--- config.mk ---
export PLATFORM = sky130hd
export DESIGN_NAME = chess_board_mem_flat
export DESIGN_NICKNAME = d
export VERILOG_FILES = /design/src/rtl/chess_board_mem_pkg.sv /design/src/rtl/chess_board_mem_if.sv /design/src/rtl/chess_board_mem_board_ram.sv /design/src/rtl/chess_board_mem.sv /design/src/flat_wrapper.sv
export SDC_FILE = /design/constraint.sdc
export NUM_CORES = 1
export LEC_CHECK = 0
export CAP_MARGIN = 20
export CELL_PAD_IN_SITES_DETAIL_PLACEMENT = 2
export CELL_PAD_IN_SITES_GLOBAL_PLACEMENT = 2
export CORE_ASPECT_RATIO = 1.4
export CORE_MARGIN = 2
export CORE_UTILIZATION = 24
export DETAILED_ROUTE_END_ITERATION = 7
export PLACE_DENSITY_LB_ADDON = 0.25
export SLEW_MARGIN = 20
export SYNTH_ARGS = -nofsm -noshare
export SYNTH_HDL_FRONTEND = slang
export SYNTH_SLANG_ARGS = --single-unit
export TNS_END_PERCENT = 1
--- constraint.sdc ---
create_clock -name clk -period 4.3 [get_ports clk]
set_input_delay 1.29 -clock clk [delete_from_list [all_inputs] [get_ports clk]]
set_output_delay 1.29 -clock clk [all_outputs]
set_load 0.05 [all_outputs]
--- src/rtl/chess_board_mem_pkg.sv ---
// chess_pkg: shared types and constants for the chess board memory.
//   mode_e   - path-check geometry selector (rook / bishop / queen / reserved)
//   state_e  - controller FSM states
//   ID_*     - piece id constants (colour bit is added separately)
//   init_piece() - initial board layout, one square at a time
package chess_pkg;

  typedef enum logic [1:0] {M_ROOK, M_BISHOP, M_QUEEN, M_RSVD} mode_e;

  typedef enum logic [2:0] {S_INIT, S_IDLE, S_SRC, S_WALK, S_DST, S_DONE} state_e;

  // Back-rank ids, files a..h; pawns use ids 1..8 by file.
  localparam int ID_ROOK_A   = 13;
  localparam int ID_KNIGHT_B = 9;
  localparam int ID_BISHOP_C = 11;
  localparam int ID_QUEEN    = 15;
  localparam int ID_KING     = 16;
  localparam int ID_BISHOP_F = 12;
  localparam int ID_KNIGHT_G = 10;
  localparam int ID_ROOK_H   = 14;
  localparam int ID_PAWN_A   = 1;

  // Starting piece code for square sq; only an 8x8 board gets a layout.
  function automatic int init_piece(input int files, input int ranks,
                                    input int sq, input int pw);
    int f, r, id, blk;
    id  = 0;
    blk = 1 << (pw - 1);
    if (files != 8 || ranks != 8) return 0;
    f = sq % 8;
    r = sq / 8;
    case (f)
      0: id = ID_ROOK_A;
      1: id = ID_KNIGHT_B;
      2: id = ID_BISHOP_C;
      3: id = ID_QUEEN;
      4: id = ID_KING;
      5: id = ID_BISHOP_F;
      6: id = ID_KNIGHT_G;
      default: id = ID_ROOK_H;
    endcase
    case (r)
      0:       return id;
      1:       return ID_PAWN_A + f;
      6:       return (ID_PAWN_A + f) | blk;
      7:       return id | blk;
      default: return 0;
    endcase
  endfunction

endpackage

--- src/rtl/chess_board_mem_if.sv ---
// Host + path-check bus for chess_board_mem.
//   master: host side (drives en/rw/adress/data_in, req/mode/src/dst)
//   slave : block side (drives data_out, ready, result_valid, legal, blocked)
interface chess_board_mem_if
  import chess_pkg::*;
#(
  parameter int ADDR_W  = 6,
  parameter int PIECE_W = 6
);
  logic               en;
  logic               rw;
  logic [ADDR_W-1:0]  adress;
  logic [PIECE_W-1:0] data_in;
  logic [PIECE_W-1:0] data_out;
  logic               req;
  mode_e              mode;
  logic [ADDR_W-1:0]  src;
  logic [ADDR_W-1:0]  dst;
  logic               ready;
  logic               result_valid;
  logic               legal;
  logic               blocked;

  modport master (
    output en, rw, adress, data_in, req, mode, src, dst,
    input  data_out, ready, result_valid, legal, blocked
  );
  modport slave (
    input  en, rw, adress, data_in, req, mode, src, dst,
    output data_out, ready, result_valid, legal, blocked
  );
endinterface

--- src/rtl/chess_board_mem_board_ram.sv ---
// board_ram: single-port SQ x PIECE_W square store, synchronous read.
//   clk   - clock
//   en    - port enable; we=1 writes wdata, we=0 loads rdata
//   addr  - square index
//   rdata - holds its value when no read is issued
module board_ram #(
  parameter int DEPTH = 64,
  parameter int AW    = 6,
  parameter int DW    = 6
) (
  input  logic          clk,
  input  logic          en,
  input  logic          we,
  input  logic [AW-1:0] addr,
  input  logic [DW-1:0] wdata,
  output logic [DW-1:0] rdata
);
  logic [DW-1:0] mem [DEPTH];

  always_ff @(posedge clk) begin
    if (en) begin
      if (we) mem[addr] <= wdata;
      else    rdata     <= mem[addr];
    end
  end
endmodule

--- src/rtl/chess_board_mem.sv ---
// chess_board_mem: board memory with host access and a sliding-piece
// path checker (rook / bishop / queen).
//   clk   - clock, rising edge
//   reset - asynchronous, active low; restarts the board load sweep
//   bus   - chess_board_mem_if.slave: host read/write and path-check request
// One RAM port is shared: the load sweep owns it in INIT, the host in IDLE,
// and the walker while a request is in flight.
module chess_board_mem
  import chess_pkg::*;
#(
  parameter  int FILES   = 8,
  parameter  int RANKS   = 8,
  parameter  int PIECE_W = 6,
  localparam int SQ      = FILES * RANKS,
  localparam int ADDR_W  = $clog2(SQ)
) (
  input logic               clk,
  input logic               reset,
  chess_board_mem_if.slave  bus
);
  // One spare bit so file/rank differences stay signed without overflow.
  typedef logic signed [ADDR_W:0] crd_t;

  state_e             st, nst;
  logic [ADDR_W-1:0]  idx, lsrc, ldst;
  mode_e              lmode;
  crd_t               cf, cr, stf, str;
  logic               src_pend, src_col, legal_r, blocked_r, rd_pend;
  logic [PIECE_W-1:0] dout_r, ram_q, ram_wdata;
  logic               ram_en, ram_we;
  logic [ADDR_W-1:0]  ram_addr, step_addr;

  // Geometry of the latched request.
  crd_t sf, sr, tf, tr, dfl, drk, adf, adr, nf, nr, sgn_f, sgn_r;
  logic on_line, geom_ok;

  always_comb begin
    sf    = crd_t'(int'(lsrc) % FILES);
    sr    = crd_t'(int'(lsrc) / FILES);
    tf    = crd_t'(int'(ldst) % FILES);
    tr    = crd_t'(int'(ldst) / FILES);
    dfl   = tf - sf;
    drk   = tr - sr;
    adf   = dfl[ADDR_W] ? -dfl : dfl;
    adr   = drk[ADDR_W] ? -drk : drk;
    sgn_f = dfl[ADDR_W] ? crd_t'(-1) : ((dfl != '0) ? crd_t'(1) : '0);
    sgn_r = drk[ADDR_W] ? crd_t'(-1) : ((drk != '0) ? crd_t'(1) : '0);
    case (lmode)
      M_ROOK:   on_line = (dfl == '0) || (drk == '0);
      M_BISHOP: on_line = (adf == adr);
      M_QUEEN:  on_line = (dfl == '0) || (drk == '0) || (adf == adr);
      default:  on_line = 1'b0;
    endcase
    geom_ok = on_line && (lsrc != ldst) && (int'(lsrc) < SQ) && (int'(ldst) < SQ);
    // Walker only ever steps along a verified line toward dst, so the
    // next square never leaves the board.
    nf        = cf + stf;
    nr        = cr + str;
    step_addr = ADDR_W'(int'(nr) * FILES + int'(nf));
  end

  // Next state and RAM port mux.
  always_comb begin
    nst       = st;
    ram_en    = 1'b0;
    ram_we    = 1'b0;
    ram_addr  = idx;
    ram_wdata = '0;
    case (st)
      S_INIT: begin
        ram_en    = 1'b1;
        ram_we    = 1'b1;
        ram_wdata = PIECE_W'(init_piece(FILES, RANKS, int'(idx), PIECE_W));
        if (int'(idx) == SQ - 1) nst = S_IDLE;
      end
      S_IDLE: begin
        if (bus.req) nst = S_SRC;
        else if (bus.en) begin
          ram_en    = 1'b1;
          ram_we    = bus.rw;
          ram_addr  = bus.adress;
          ram_wdata = bus.data_in;
        end
      end
      S_SRC: begin
        if (!geom_ok) nst = S_DONE;
        else begin
          ram_en   = 1'b1;
          ram_addr = lsrc;
          nst      = S_WALK;
        end
      end
      S_WALK: begin
        // ram_q holds src on the first WALK cycle, an intermediate after.
        if (src_pend ? (ram_q == '0) : (ram_q != '0)) nst = S_DONE;
        else begin
          ram_en   = 1'b1;
          ram_addr = step_addr;
          nst      = (step_addr == ldst) ? S_DST : S_WALK;
        end
      end
      S_DST:   nst = S_DONE;
      S_DONE:  nst = S_IDLE;
      default: nst = S_INIT;
    endcase
  end

  always_ff @(posedge clk or negedge reset) begin
    if (!reset) st <= S_INIT;
    else        st <= nst;
  end

  always_ff @(posedge clk or negedge reset) begin
    if (!reset) begin
      idx       <= '0;
      lmode     <= M_ROOK;
      lsrc      <= '0;
      ldst      <= '0;
      cf        <= '0;
      cr        <= '0;
      stf       <= '0;
      str       <= '0;
      src_pend  <= 1'b0;
      src_col   <= 1'b0;
      legal_r   <= 1'b0;
      blocked_r <= 1'b0;
      rd_pend   <= 1'b0;
      dout_r    <= '0;
    end else begin
      rd_pend <= (st == S_IDLE) && !bus.req && bus.en && !bus.rw;
      if (rd_pend) dout_r <= ram_q;
      case (st)
        S_INIT: idx <= idx + ADDR_W'(1);
        S_IDLE: if (bus.req) begin
          lmode <= bus.mode;
          lsrc  <= bus.src;
          ldst  <= bus.dst;
        end
        S_SRC: begin
          cf        <= sf;
          cr        <= sr;
          stf       <= sgn_f;
          str       <= sgn_r;
          src_pend  <= 1'b1;
          legal_r   <= 1'b0;
          blocked_r <= 1'b0;
        end
        S_WALK: begin
          if (src_pend) src_col <= ram_q[PIECE_W-1];
          if (nst == S_DONE) blocked_r <= !src_pend;
          else begin
            cf <= nf;
            cr <= nr;
          end
          src_pend <= 1'b0;
        end
        S_DST: legal_r <= (ram_q == '0) || (ram_q[PIECE_W-1] != src_col);
        default: ;
      endcase
    end
  end

  board_ram #(.DEPTH(SQ), .AW(ADDR_W), .DW(PIECE_W)) u_ram (
    .clk   (clk),
    .en    (ram_en),
    .we    (ram_we),
    .addr  (ram_addr),
    .wdata (ram_wdata),
    .rdata (ram_q)
  );

  assign bus.ready        = (st == S_IDLE);
  assign bus.result_valid = (st == S_DONE);
  assign bus.legal        = (st == S_DONE) && legal_r;
  assign bus.blocked      = (st == S_DONE) && blocked_r;
  assign bus.data_out     = dout_r;
endmodule

--- src/flat_wrapper.sv ---
// flat-port wrapper written by rule: the top's interface ports become plain ports
module chess_board_mem_flat import chess_pkg::*;
#(
  parameter  int FILES   = 8,
  parameter  int RANKS   = 8,
  parameter  int PIECE_W = 6,
  localparam int SQ      = FILES * RANKS,
  localparam int ADDR_W  = $clog2(SQ)
)
  (clk, reset, bus_en, bus_rw, bus_adress, bus_data_in, bus_req, bus_mode, bus_src, bus_dst, bus_data_out, bus_ready, bus_result_valid, bus_legal, bus_blocked);
  chess_board_mem_if #(.ADDR_W(6), .PIECE_W(PIECE_W)) bus_i ();
  input logic clk;
  input logic reset;
  input wire logic [$bits(bus_i.en)-1:0] bus_en;
  input wire logic [$bits(bus_i.rw)-1:0] bus_rw;
  input wire logic [$bits(bus_i.adress)-1:0] bus_adress;
  input wire logic [$bits(bus_i.data_in)-1:0] bus_data_in;
  input wire logic [$bits(bus_i.req)-1:0] bus_req;
  input wire logic [$bits(bus_i.mode)-1:0] bus_mode;
  input wire logic [$bits(bus_i.src)-1:0] bus_src;
  input wire logic [$bits(bus_i.dst)-1:0] bus_dst;
  output wire logic [$bits(bus_i.data_out)-1:0] bus_data_out;
  output wire logic [$bits(bus_i.ready)-1:0] bus_ready;
  output wire logic [$bits(bus_i.result_valid)-1:0] bus_result_valid;
  output wire logic [$bits(bus_i.legal)-1:0] bus_legal;
  output wire logic [$bits(bus_i.blocked)-1:0] bus_blocked;
  assign bus_i.en = bus_en;
  assign bus_i.rw = bus_rw;
  assign bus_i.adress = bus_adress;
  assign bus_i.data_in = bus_data_in;
  assign bus_i.req = bus_req;
  assign bus_i.mode = bus_mode;
  assign bus_i.src = bus_src;
  assign bus_i.dst = bus_dst;
  assign bus_data_out = bus_i.data_out;
  assign bus_ready = bus_i.ready;
  assign bus_result_valid = bus_i.result_valid;
  assign bus_legal = bus_i.legal;
  assign bus_blocked = bus_i.blocked;
  chess_board_mem #(.FILES(FILES), .RANKS(RANKS), .PIECE_W(PIECE_W)) u_core (.clk(clk), .reset(reset), .bus(bus_i));
endmodule
### Yosys cells after proc, flatten, opt, wreduce, memory -nomap -nowiden

Memories as Yosys holds them, arrays and structs flattened. A register that Yosys moved wholly into a read port is not among the register bits.
Index checks and enable logic that the tools add are counted.

| word-level totals | value |
|---|---|
| input port bits | 31 |
| memories | 1 |
| word-level logic and storage cells | 122 |
| bits in latches | 0 |
| register bits after elaboration | 62 |
| bits in writable memories | 384 |
| output and inout bits | 10 |
| memory bits (read-only) | 0 |

| operators by class | value |
|---|---|
| $lt $le $gt $ge | 0 |
| shifts and indexed selects | 0 |
| reductions and logical operators | 29 |
| bitwise logic cells | 1 |
| div/mod/pow operators | 0 |
| multiply operators | 0 |
| muxes and demuxes | 43 |
| add/subtract/negate cells | 9 |
| eq/ne operators | 24 |

Memories:

| memory | depth | width | read ports | clocked after memory_dff | wr ports | line | text |
|---|---|---|---|---|---|---|---|
| u_core.u_ram.mem | 64 | 6 | 1 | 1 | 1 | chess_board_mem_board_ram.sv:18 | `logic [DW-1:0] mem [DEPTH];` |

Operator list:

| operator | count |
|---|---|
| logical NOT 32 bit | 2 |
| 2-to-1 mux 7 bit | 6 |
| 2-to-1 mux 6 bit | 6 |
| case mux 5 bit (7 select lines) | 1 |
| case mux 7 bit (2 select lines) | 2 |
| equality test 3 bit, second input constant | 8 |
| case mux 6 bit (4 select lines) | 1 |
| case mux 3 bit (6 select lines) | 1 |
| case mux 6 bit (3 select lines) | 1 |
| 2-to-1 mux 3 bit | 5 |
| adder 7 bit | 2 |
| logical NOT 7 bit | 2 |
| negator 7 bit | 2 |
| nonzero test 7 bit | 2 |
| 2-to-1 mux 1 bit | 13 |
| equality test 3 x 2 -> 1 bit, second input constant | 4 |
| case mux 6 bit (2 select lines) | 1 |
| AND reduction 2 bit | 5 |
| equality test 3 x 1 -> 1 bit, second input constant | 3 |
| case mux 1 bit (2 select lines) | 4 |
| subtractor 3 x 3 -> 4 bit | 2 |
| equality test 7 bit | 1 |
| adder 6 x 1 -> 6 bit, second input constant | 1 |
| adder 6 bit | 1 |
| 20 further kinds | 30 |

### Logic depth before layout (Yosys ltp)

Gate-level depths: netlist (run 1).

| logic depth | value |
|---|---|
| depth in word-level cells | 12 |
| depth in mapped cells | 18 |

### By module

From an unflattened synthesis (run 1), not the netlist that was laid out.

| unflattened totals | value |
|---|---|
| cells, all modules | 1265 |
| area, all modules | 18694.2 sq um |

Modules (own cells, without submodules):

| module | sequential area each (sq um) | area each (sq um) | cells an instance | instances |
|---|---|---|---|---|
| board_ram | 11711.2 | 15287.2 | 881 | 1 |
| chess_board_mem | 1176.1 | 3407.0 | 384 | 1 |

### Least setup slack after synthesis (run 1)

No wires, ideal clock.

| timing path | value |
|---|---|
| path type | register to register |
| from | reg u_core.st[2] |
| to | mem u_core.u_ram.mem[0][4] (data pin) |
| buffers on the path | 1 |
| data required time | 3598 ps |
| stages on the path, launching flop included | 6 |
| arrival | 3864 ps |
| period minus slack after synthesis | 4566 ps |
| setup slack | -266 ps |
| cells stage by stage | dfrtp_1 clkbuf_1 or3_1 nor2_1 nand2_1 o21ai_0 |

| between the ends | value |
|---|---|
| longest elaborated chain between the ends | 2 |

Ends and longest elaborated chain:

| what | line | text |
|---|---|---|
| from (decl) | chess_board_mem.sv:24 | `state_e st, nst;` |
| from (signal assigned) | chess_board_mem.sv:110 | `else st <= nst;` |
| equality test 3 x 1 -> 1 bit or logical NOT 3 bit (tied branches) | chess_board_mem.sv:69 | `case (st)` |
| case mux 6 bit (2 select lines) (*) | chess_board_mem.sv:69 |  |
| via u_core.ram_wdata[4] | chess_board_mem.sv:29 | `logic [PIECE_W-1:0] dout_r, ram_q, ram_wdata;` |
| to (decl) | chess_board_mem_board_ram.sv:18 |  |

The timed path passes the listed nets; every way through them passes the cells marked *.

### Worst setup path in the final report (run 1)

| timing path | value |
|---|---|
| from | reg u_core.lsrc[0] |
| to | reg u_core.u_ram.rdata[1] (read register of u_core.u_ram.mem) (data pin) |

| between the ends | value |
|---|---|
| longest elaborated chain between the ends | 10 |

Ends and longest elaborated chain:

| what | line | text |
|---|---|---|
| from (decl) | chess_board_mem.sv:25 | `logic [ADDR_W-1:0] idx, lsrc, ldst;` |
| from (signal assigned) | chess_board_mem.sv:136 | `lsrc <= bus.src;` |
| subtractor 3 x 3 -> 4 bit | chess_board_mem.sv:42 | `dfl = tf - sf;` |
| negator 7 bit | chess_board_mem.sv:44 | `adf = dfl[ADDR_W] ? -dfl : dfl;` |
| 2-to-1 mux 7 bit | chess_board_mem.sv:44 |  |
| equality test 7 bit | chess_board_mem.sv:50, chess_board_mem.sv:51 |  |
| logical OR 1 bit | chess_board_mem.sv:51 | `M_QUEEN: on_line = (dfl == '0) \|\| (drk == '0) \|\| (adf == adr);` |
| case mux 1 bit (3 select lines) | chess_board_mem.sv:48 | `case (lmode)` |
| logical AND 1 bit | chess_board_mem.sv:54 | `geom_ok = on_line && (lsrc != ldst) && (int'(lsrc) < SQ) && (int'(ldst) < SQ);` |
| 2-to-1 mux 1 bit | chess_board_mem.sv:86 | `if (!geom_ok) nst = S_DONE;` |
| case mux 1 bit (4 select lines) | chess_board_mem.sv:69 |  |
| AND reduction 2 bit (no line) | - |  |
| to (decl) | chess_board_mem_board_ram.sv:16 | `output logic [DW-1:0] rdata` |

Several ways; a longest one is shown, not always the timed one.
A chain may end at the register's enable or synchronous reset.

==> results.md, run 1 <==
- M1 WL: ~26 mm
- Initial Util: around a quarter
- Uppermost layer routed: met4
- Via count: ~14000
- CP endpoint kind: flop
- Most frequent cells in the layout: edfxtp_1, nand2_1, buf_4
- Drt drc: 0
- Htree depth: 2
- Antenna violations before repair: 0
- TritonCTS sink count: approximately 440
- WL final: between 60 and 70 mm
- Synth warnings: 0
- Io pins: a little over 40
- Worst-Skew Late Latency: slightly above 600 ps
- Largest fanout on the critical path: 6
- GRT Total Usage: between 15 and 20%
- Routed met3 length: ~1.6 mm
- Die Area: just over 0.08 mm2
- Post-synth EDFFs: slightly below 400
- Final hold violations: 0
- Yosys reg bits: between 400 and 500
- Hold-fix buffers at CTS: 0
- Vias/cell: 4.65
- Dpl cells: between 2000 and 3000
- Crit path launch type: flop
- Hold WC Path Type: reg2reg
- Post-Syn Area per Cell: ~13 um2
- Number of port buffers: 40
- Clk_skew: between 20 and 30 ps
- Layout Cells excl Fill: between 2000 and 3000
- Setup TNS: -216 ps
- RSZ-0062 raised after global routing: true
- Gr ovfl total: 0
- Setup-failing EPs final: 5
- Share of cells above drive strength 1: 30.3%
- Hold endpoint: u_core.cf[4]
- Hold_sp: u_core.cf[4]
- Tightest Pin Transition: about 1100 ps
- Pin count of the biggest net entering global routing: 65
- Clock buffer depth: 3
- Syn nets: between 1500 and 2000
- First-pass GRT wire length: just under 100 mm
- FF-to-FF path depth: 18
- Chip Height: roughly 340 um
- Final Hold Slack: about 510 ps
- Max-Cap Viols: 0
- Violated checks: setup timing
- Critical path startpoint: u_core.lsrc[0]
- Hold Path Cell Cnt: 2
- Pre-antenna DRT Iters: 4
- Commonest non-fill, non-tap cell in the layout: edfxtp_1
- Area Overhead vs Synth: 34.5%
- Critical Path RT: approximately 4700 ps
- Main synth FF type: edfxtp_1
- Drt initial violations: ~610
- CTS tree: built
- CP peak stage delay: approximately 560 ps
- Worst slew margin: between 20% and 30%
- Status: complete, but fails checks
- Final Worst Setup Slack: -82.4 ps
- WL met2: roughly 38 mm
- Post-synth ARST share: a little over a tenth
- Setup Crit Path Kind: reg2reg
- Period utilization: 102%
- Die Span X: around 240 um
- Slew Limit Fails: 0
- Fmax: around 0.23 GHz
- Crit path max-delay cell type: fa_2
- Final-stage net count: around 1900
- Core box area: just under 0.08 mm2
- Sequential share of the synthesized area: 67.1%
- DR WL/cell: 23.3 um
- Post-synthesis cell count: ~1500
- Ant diodes: 0
- Arrival @ worst endpoint: 4730 ps
- Vias in the first global route: about 15000
- Fillers: around 8100
- CTS buffer count: 47
- # rows: ~120
- Mapped cell area: between 0.015 and 0.02 mm2
- Worst reg2reg endpoint: u_core.u_ram.rdata[1]
- R2R Setup Slk: -80 ps
- DP HPWL: between 40 and 50 mm
- Yosys cell types: between 70 and 80
- CTS clk-pin slew, worst paths: ~60 ps
- Root Buffer: clkbuf_16
- Area after DPL: 0.0229 mm2
- RR Startpoint: u_core.lsrc[0]
- Critical-path cell list: ha_4 > fa_2 > ha_4 > nor3_4 > xnor3_1 > nand4_4 > or2_4 > o211ai_4 > buf_12 > clkbuf_16 > mux2i_2 > mux2i_1 > mux2i_2 > buf_4 > o22ai_2 > a211oi_2 > buf_4 > nand3_1
- Top delay family on crit path: adder cells
- Placer Congestion: 0.801
- Buf+Inv Stages, Crit Path: 4
- Post-DRT Antenna Nets: 0
- Post-route cell area: about 0.026 mm2
- Tmin final: roughly 4400 ps
-- worst min-delay path: cells and delay by family, from the launching register on --
| kind | cells | cell delay [ps] |
|---|---|---|
| compound gates | 1 | 60 |
| flops | 1 | 360 |
| simple gates | 1 | 50 |
-- worst max-delay path by stage --
stage | endpoint | slack (ps) | depth (start not counted)
3_3_place_gp | u_core.u_ram.rdata[0] | -680 | 17
3_5_place_dp | u_core.u_ram.rdata[0] | -680 | 17
5_1_grt | u_core.u_ram.rdata[1] | -220 | 19
4_1_cts | u_core.u_ram.rdata[4] | -190 | 19
6_report | u_core.u_ram.rdata[1] | -80 | 18
2_1_floorplan | u_core.u_ram.mem[0][4] | -270 | 5
-- stage by stage --
stage | setup slack [ps] | utilization, %
6_report | -82.4 | 32.6
2_1_floorplan | -266 | -
3_3_place_gp | -676 | 28.9
3_5_place_dp | -683 | 28.9
5_1_grt | -224 | 32.6
4_1_cts | -194 | 31.6
-- sequential cells by signal (all words and copies together) (netlist names), 3 cells and up --
register	cells
u_core.bus.data_out	6
u_core.u_ram.mem	384
u_core.idx	6
u_core.lsrc	6
u_core.ldst	6
u_core.st	3
u_core.cr	3
u_core.u_ram.rdata	6
u_core.cf	6
-- Yosys cell counts, drive strengths merged, types with 10 or more instances --
| master | instances | area share, % |
|---|---|---|
| a211oi | 58 | 2.3 |
| a21oi | 87 | 2.3 |
| a311o | 25 | 1.3 |
| a31oi | 15 | 0.57 |
| and2 | 49 | 1.6 |
| buf | 54 | 1.4 |
| clkbuf | 34 | 0.66 |
| dfrtp | 47 | 6.1 |
| edfxtp | 390 | 61 |
| ha | 21 | 1.4 |
| inv | 18 | 0.35 |
| mux2 | 14 | 0.82 |
| mux2i | 72 | 3.7 |
| nand2 | 285 | 5.6 |
| nand3 | 21 | 0.55 |
| nor2 | 127 | 2.5 |
| nor3 | 16 | 0.42 |
| o21ai | 43 | 1.1 |
| o22ai | 26 | 0.85 |
| xnor2 | 17 | 0.81 |
| xor2 | 10 | 0.46 |
-- cell families after synthesis --
group,after synthesis,synth area share [%]
compound gates,299,10.6
xor+xnor,28,1.39
fa+ha+maj,26,1.89
buf+inv,106,2.43
flops,437,67.1
mux,86,4.57
simple gates,536,12.0
-- area by class of cell --
cell class / instances / area (um2) / area share (%)
sequential: 437 / 12900 / 49.8
multi-input combinational: 978 / 6770 / 26.2
timing repair buffer: 345 / 3320 / 12.8
tap: 1054 / 1320 / 5.10
clock buffer: 59 / 1240 / 4.81
clock inverter: 26 / 246 / 0.953
inverter: 18 / 67.6 / 0.261
-- what timing repair did --
| item | CTS | global route |
|---|---|---|
| setup buffers | 10 | 25 |
| endpoints found under the setup margin | 341 | 390 |
| gates resized for setup | 97 | 111 |
| pin swaps | 23 | 55 |
| cloned | 5 | 8 |
-- layer usage --
metal,track usage [%],vias up
met5,0,-
met4,5.69,0
met3,2.12,98
met2,31.3,188
met1,17.5,7036
li1,-,6232
Power of run 1 is not shown: default switching activity piles up to over one toggle a cycle in this logic, so the estimate is an artifact.
==> inputs of run 2 (changes only) <==
- CORE_MARGIN: 2 -> not set
- CORE_UTILIZATION: 24 -> 35
==> run 2 against run 1 <==
  * Core utilization increased by 14 points
  * Register-to-register slack worse by 130 ps
  * Critical path depth unchanged
  * Critical path type unchanged
  * Cell count fell by 12%
  * Routed wire length is 2.8% higher
  * Sequential cell count unchanged
  * Sequential share of layout area up 1.2 points
  * Clock skew fell by 11 ps
  * Worst hold slack improved by 8.4 ps
  * Non-clock buffer count fell by 11
  * The run still ends with setup timing left
  * Maximum frequency shrank 2.9%
  * Design area is 2.3% lower
==> results.md, run 2 (synthesized netlist as in run 1, its figures left out) <==
- Share of cells above drive strength 1: approximately 28%
- Vias/cell: about 5.4
- Antenna violations before repair: 1
- CTS clk-pin slew, worst paths: approximately 70 ps
- Core box area: approximately 0.054 mm2
- First-pass GRT wire length: just over 100 mm
- Placer Congestion: 0.862
- GR Util met3: between 3 and 4%
- WL final: about 70 mm
- Pin count of the biggest net entering global routing: 65
- Crit path launch type: flop
- Worst slew margin: between 20% and 30%
- Drt initial violations: 908
- CTS tree: built
- CP peak stage delay: ~560 ps
- Final Worst Setup Slack: -213 ps
- Final hold violations: 0
- Final Hold Slack: slightly above 500 ps
- Tmin final: roughly 4500 ps
- Violated checks: setup timing
- Critical path startpoint: u_core.lsrc[0]
- DP HPWL: 46.5 mm
- DR WL/cell: 27.2 um
- Flip-flop count of the largest register after layout: about 380
- Hold WC Path Type: reg2reg
- Setup TNS: -2870 ps
- Htree depth: 2
- Cell mode on critical path: buf_4
- Root Buffer: clkbuf_16
- Hold_sp: u_core.cf[4]
- Fmax: between 0.2 and 0.25 GHz
- Via count: around 14000
- RSZ-0062 raised after global routing: true
- Largest fanout on the critical path: 9
- Critical-path cell list: ha_4 > fa_2 > ha_4 > nor3_2 > xnor3_1 > nand4_4 > o211ai_1 > o211ai_4 > buf_12 > buf_4 > buf_4 > nand2_1 > nand2_1 > a21oi_2 > o22ai_1 > buf_4 > a211oi_2 > nand3_1
- CP endpoint kind: flop
- GR peak layer: met2
- Setup Crit Path Kind: reg2reg
- Pre-antenna DRT Iters: 4
- Crit path max-delay cell type: fa_2
- CTS buffer count: between 40 and 50
- Fillers: between 5000 and 6000
- Status: complete, but fails checks
- Io pins: a little over 40
- Most flops, register: u_core.u_ram.mem
- Most frequent cells in the layout: edfxtp_1, nand2_1, buf_4
- Footprint of the multi-input gates: 0.00674 mm2
- Vias in the first global route: 15461
- Chip Height: between 200 and 300 um
- Die Span X: roughly 200 um
- TritonCTS sink count: roughly 440
- Die Area: around 0.056 mm2
- Tightest Pin Transition: roughly 1100 ps
- Worst-Skew Late Latency: 590 ps
- Area Overhead vs Synth: 31.4%
- Routing usage on met1: between 20 and 30%
- Register area: about 0.013 mm2
- Post-DRT Antenna Nets: 0
- Commonest non-fill, non-tap cell in the layout: edfxtp_1
- Period utilization: 105%
- Drt drc: 0
- Hold-fix buffers at CTS: 0
- Initial Util: a little over a third
- RR Startpoint: u_core.lsrc[0]
- GR met2 Demand/Resource: between 40% and 50%
- Slew Limit Fails: 0
- Final-stage net count: between 1500 and 2000
- GRT Total Usage: between 20 and 30%
- Clk_skew: around 18 ps
- Critical Path RT: between 4000 and 5000 ps
- Setup-failing EPs final: 77
- Gr ovfl total: 0
- Max-Cap Viols: 0
- Clock buffer depth: 3
- Number of port buffers: 40
- R2R Setup Slk: -210 ps
- Arrival @ worst endpoint: 4840 ps
- # rows: between 100 and 150
[run 2: cell count changes in the layout (fill, tap and decap cells not counted), sizes merged]
cell / delta
buf: -4
bufbuf: -1
clkbuf: -13
clkinvlp: +4
diode: +2
inv: -1
o211a: -3
[run 2: worst paths after layout]
kind                                               to  cells after the start
min in group asynchronous             u_core.lmode[0]                      1
max in group asynchronous               u_core.idx[5]                      2
worst min register to register           u_core.cf[4]                      2
worst max register to register  u_core.u_ram.rdata[3]                     18
worst min-delay path                     u_core.cf[4]                      2
worst max-delay path            u_core.u_ram.rdata[3]                     18
[run 2: through the flow]
step / cells / area, um2 / utilization (%) / setup WS, ps
after floorplan: 1518 / 19200 / - / -266
after CTS: 2550 / 24600 / 45.4 / -234
after global placement: 2454 / 22500 / 41.4 / -459
after detailed placement: 2455 / 22500 / 41.5 / -576
final: 2568 / 25300 / 46.6 / -213
after global routing: 2567 / 25200 / 46.6 / -339
[run 2: layer usage]
metal / vias to the layer above / wire length, um
li1: 6188 / -
met2: 316 / 37900
met3: 160 / 2210
met4: 0 / 4140
met5: - / 0
met1: 7170 / 25700
[run 2: timing repair]
| item | in CTS | in global routing |
|---|---|---|
| pin swaps | 26 | 28 |
| gates resized for setup | 111 | 114 |
| gates cloned | 5 | 1 |
| buffers inserted | 9 | 15 |
| endpoints found under the setup margin | 390 | 385 |
[run 2: area by class of cell]
cell class | count | share of cell area [%]
Antenna cell | 2 | 0.0198
Clock buffer | 52 | 4.56
Clock inverter | 29 | 0.996
Inverter | 18 | 0.268
Multi-Input combinational cell | 975 | 26.7
Sequential cell | 437 | 51.1
Tap cell | 721 | 3.57
Timing Repair Buffer | 334 | 12.9
[run 2: critical path: cells and delay by family (launching register included)]
| family | cells | cell delay (ps) |
|---|---|---|
| XOR/XNOR | 1 | 410 |
| buffers and inverters | 4 | 730 |
| AO/OA/AOI/OAI | 5 | 1230 |
| flip-flops | 1 | 460 |
| AND/OR/NAND/NOR | 5 | 510 |
| adder cells (fa/ha/maj) | 3 | 890 |
Power of run 2 is left out for the same reason.
==> patch, RTL diff (flow settings as in run 1) <==
`PIECE_W` is set to 6 in 3 places; all go to 3.
--- a/src/rtl/chess_board_mem_if.sv
+++ b/src/rtl/chess_board_mem_if.sv
@@ -5,7 +5,7 @@
   import chess_pkg::*;
 #(
   parameter int ADDR_W  = 6,
-  parameter int PIECE_W = 6
+  parameter int PIECE_W = 3
 );
   logic               en;
   logic               rw;
--- a/src/rtl/chess_board_mem.sv
+++ b/src/rtl/chess_board_mem.sv
@@ -10,7 +10,7 @@
 #(
   parameter  int FILES   = 8,
   parameter  int RANKS   = 8,
-  parameter  int PIECE_W = 6,
+  parameter  int PIECE_W = 3,
   localparam int SQ      = FILES * RANKS,
   localparam int ADDR_W  = $clog2(SQ)
 ) (
--- a/src/flat_wrapper.sv
+++ b/src/flat_wrapper.sv
@@ -3,7 +3,7 @@
 #(
   parameter  int FILES   = 8,
   parameter  int RANKS   = 8,
-  parameter  int PIECE_W = 6,
+  parameter  int PIECE_W = 3,
   localparam int SQ      = FILES * RANKS,
   localparam int ADDR_W  = $clog2(SQ)
 )
Ports: changed (resized bus_data_in and bus_data_out); port bits go from 41 to 35. The function was not compared with the original's and may differ.
==> patch against run 1 <==
The run still ends with negative setup slack left. Final area fell by 40%. Wire length is 44% lower. Worst setup slack worse by 0.22 ns. Critical path type unchanged. Synthesized area fell by 40%. Sequential cell count is 198 lower. Critical path depth grew 1.
Power is left out: the tool's default activity adds up to more than one toggle a clock period on the data nets, which glitch-free logic cannot reach.
==> patch: results <==
[status]
status = "finished with violations"
violations = "negative setup slack"

[global_route]
grt_first_pass_wirelength_um = 58600
grt_pass1_vias = 9577

[worst_setup_path]
reg2reg_depth = 19
r2r_setup_slack_ns = -0.30
crit_path_top_delay_cell = "or4_4"
critPathTopFamily = "compound AO/OA/AOI/OAI gates"
regToRegStartpoint = "u_core.stf[0]"
crit_path_max_incr_delay_ns = 0.56
crit_fanout = 7
cp.arrival_ns = 4.89

[synth]
synth_edf_count = 195
netlist_top_cells_area = "edfxtp_1, dfrtp_1, mux2i_1"
synth_compound_area_share_pct = 12.3
synth_nets = 1001
synthXorXnorAreaFrac_pct = 2.03
synth_mux_area_share_pct = 6.47
avgSynthCellArea_um2 = 12.1
synth_adder_area_share_pct = 3.16
synth_commonest_cells = "edfxtp_1, nor2_1, nand2_1"

[drt]
vias = 8426
drt_first_iter_violations = 336
drt_wl_total_um = 38300

[sta]
whs_ns = 0.490
finalSetupTns_ns = -1.20
clock_skew_ns = 0.0132
setup_viol = 14
timing.final.ws_setup_ns = -0.304

[cells_and_area]
multi_input_area_share_pct = 30.8
largest_register = "u_core.u_ram.mem"
final-nonclk-buf-share_pct = 13.8
fillers = 4917
stdcell_area_um2 = 15600
clockNetworkAreaShare_pct = 5.31
buffers = 234
drive_above_1_share_pct = 33.3
largest_register_ff_count = 192
seq_share_pct = 44.6
layout.nets = 1206
clock_buffers = 31
multi_input_gates = 630

[placed_design]
gp_congestion = 0.773
post-dp-hpwl_um = 27200
dp_cells = 1727
portBuffers = 34
place_area_um2 = 13900

[clock_tree]
cts-buffers-inserted = 27
cts-htree-levels = 1
cts_sinks = 239
clock_latency_ns = 0.55

[min_path]
hold_start = "u_core.cf[2]"
hold_end = "u_core.cf[2]"

[floorplanning]
num_rows = 94
patch: repair_timing:
item | 4_1_cts | 5_1_grt
cloned | 2 | 0
pin swaps | 25 | 46
gates resized for setup | 85 | 76
hold buffers | 0 | 0
hold endpoints to repair | 0 | 0
setup buffers | 5 | 13
endpoints found under the setup margin | 195 | 195
patch: worst max-delay path by stage:
stage,to,depth (start not counted),slack (ns),startpoint
global route,u_core.u_ram.rdata[1],20,-0.53,u_core.stf[0]
detailed placement,u_core.u_ram.rdata[1],19,-0.73,bus_en
global placement,u_core.u_ram.rdata[1],19,-0.72,bus_en
finish,u_core.u_ram.rdata[1],19,-0.30,u_core.stf[0]
floorplan,u_core.u_ram.rdata[0],19,0.02,u_core.stf[5]
CTS,u_core.u_ram.rdata[1],20,-0.25,u_core.cf[0]
patch: routing by layer:
layer / global-route usage [%] / wire length [um] / vias up
li1: - / - / 3961
met4: 4.67 / 1050 / 0
met1: 17.5 / 15200 / 4301
met2: 29.6 / 21000 / 112
met3: 2.16 / 1080 / 52
met5: 0 / 0 / -
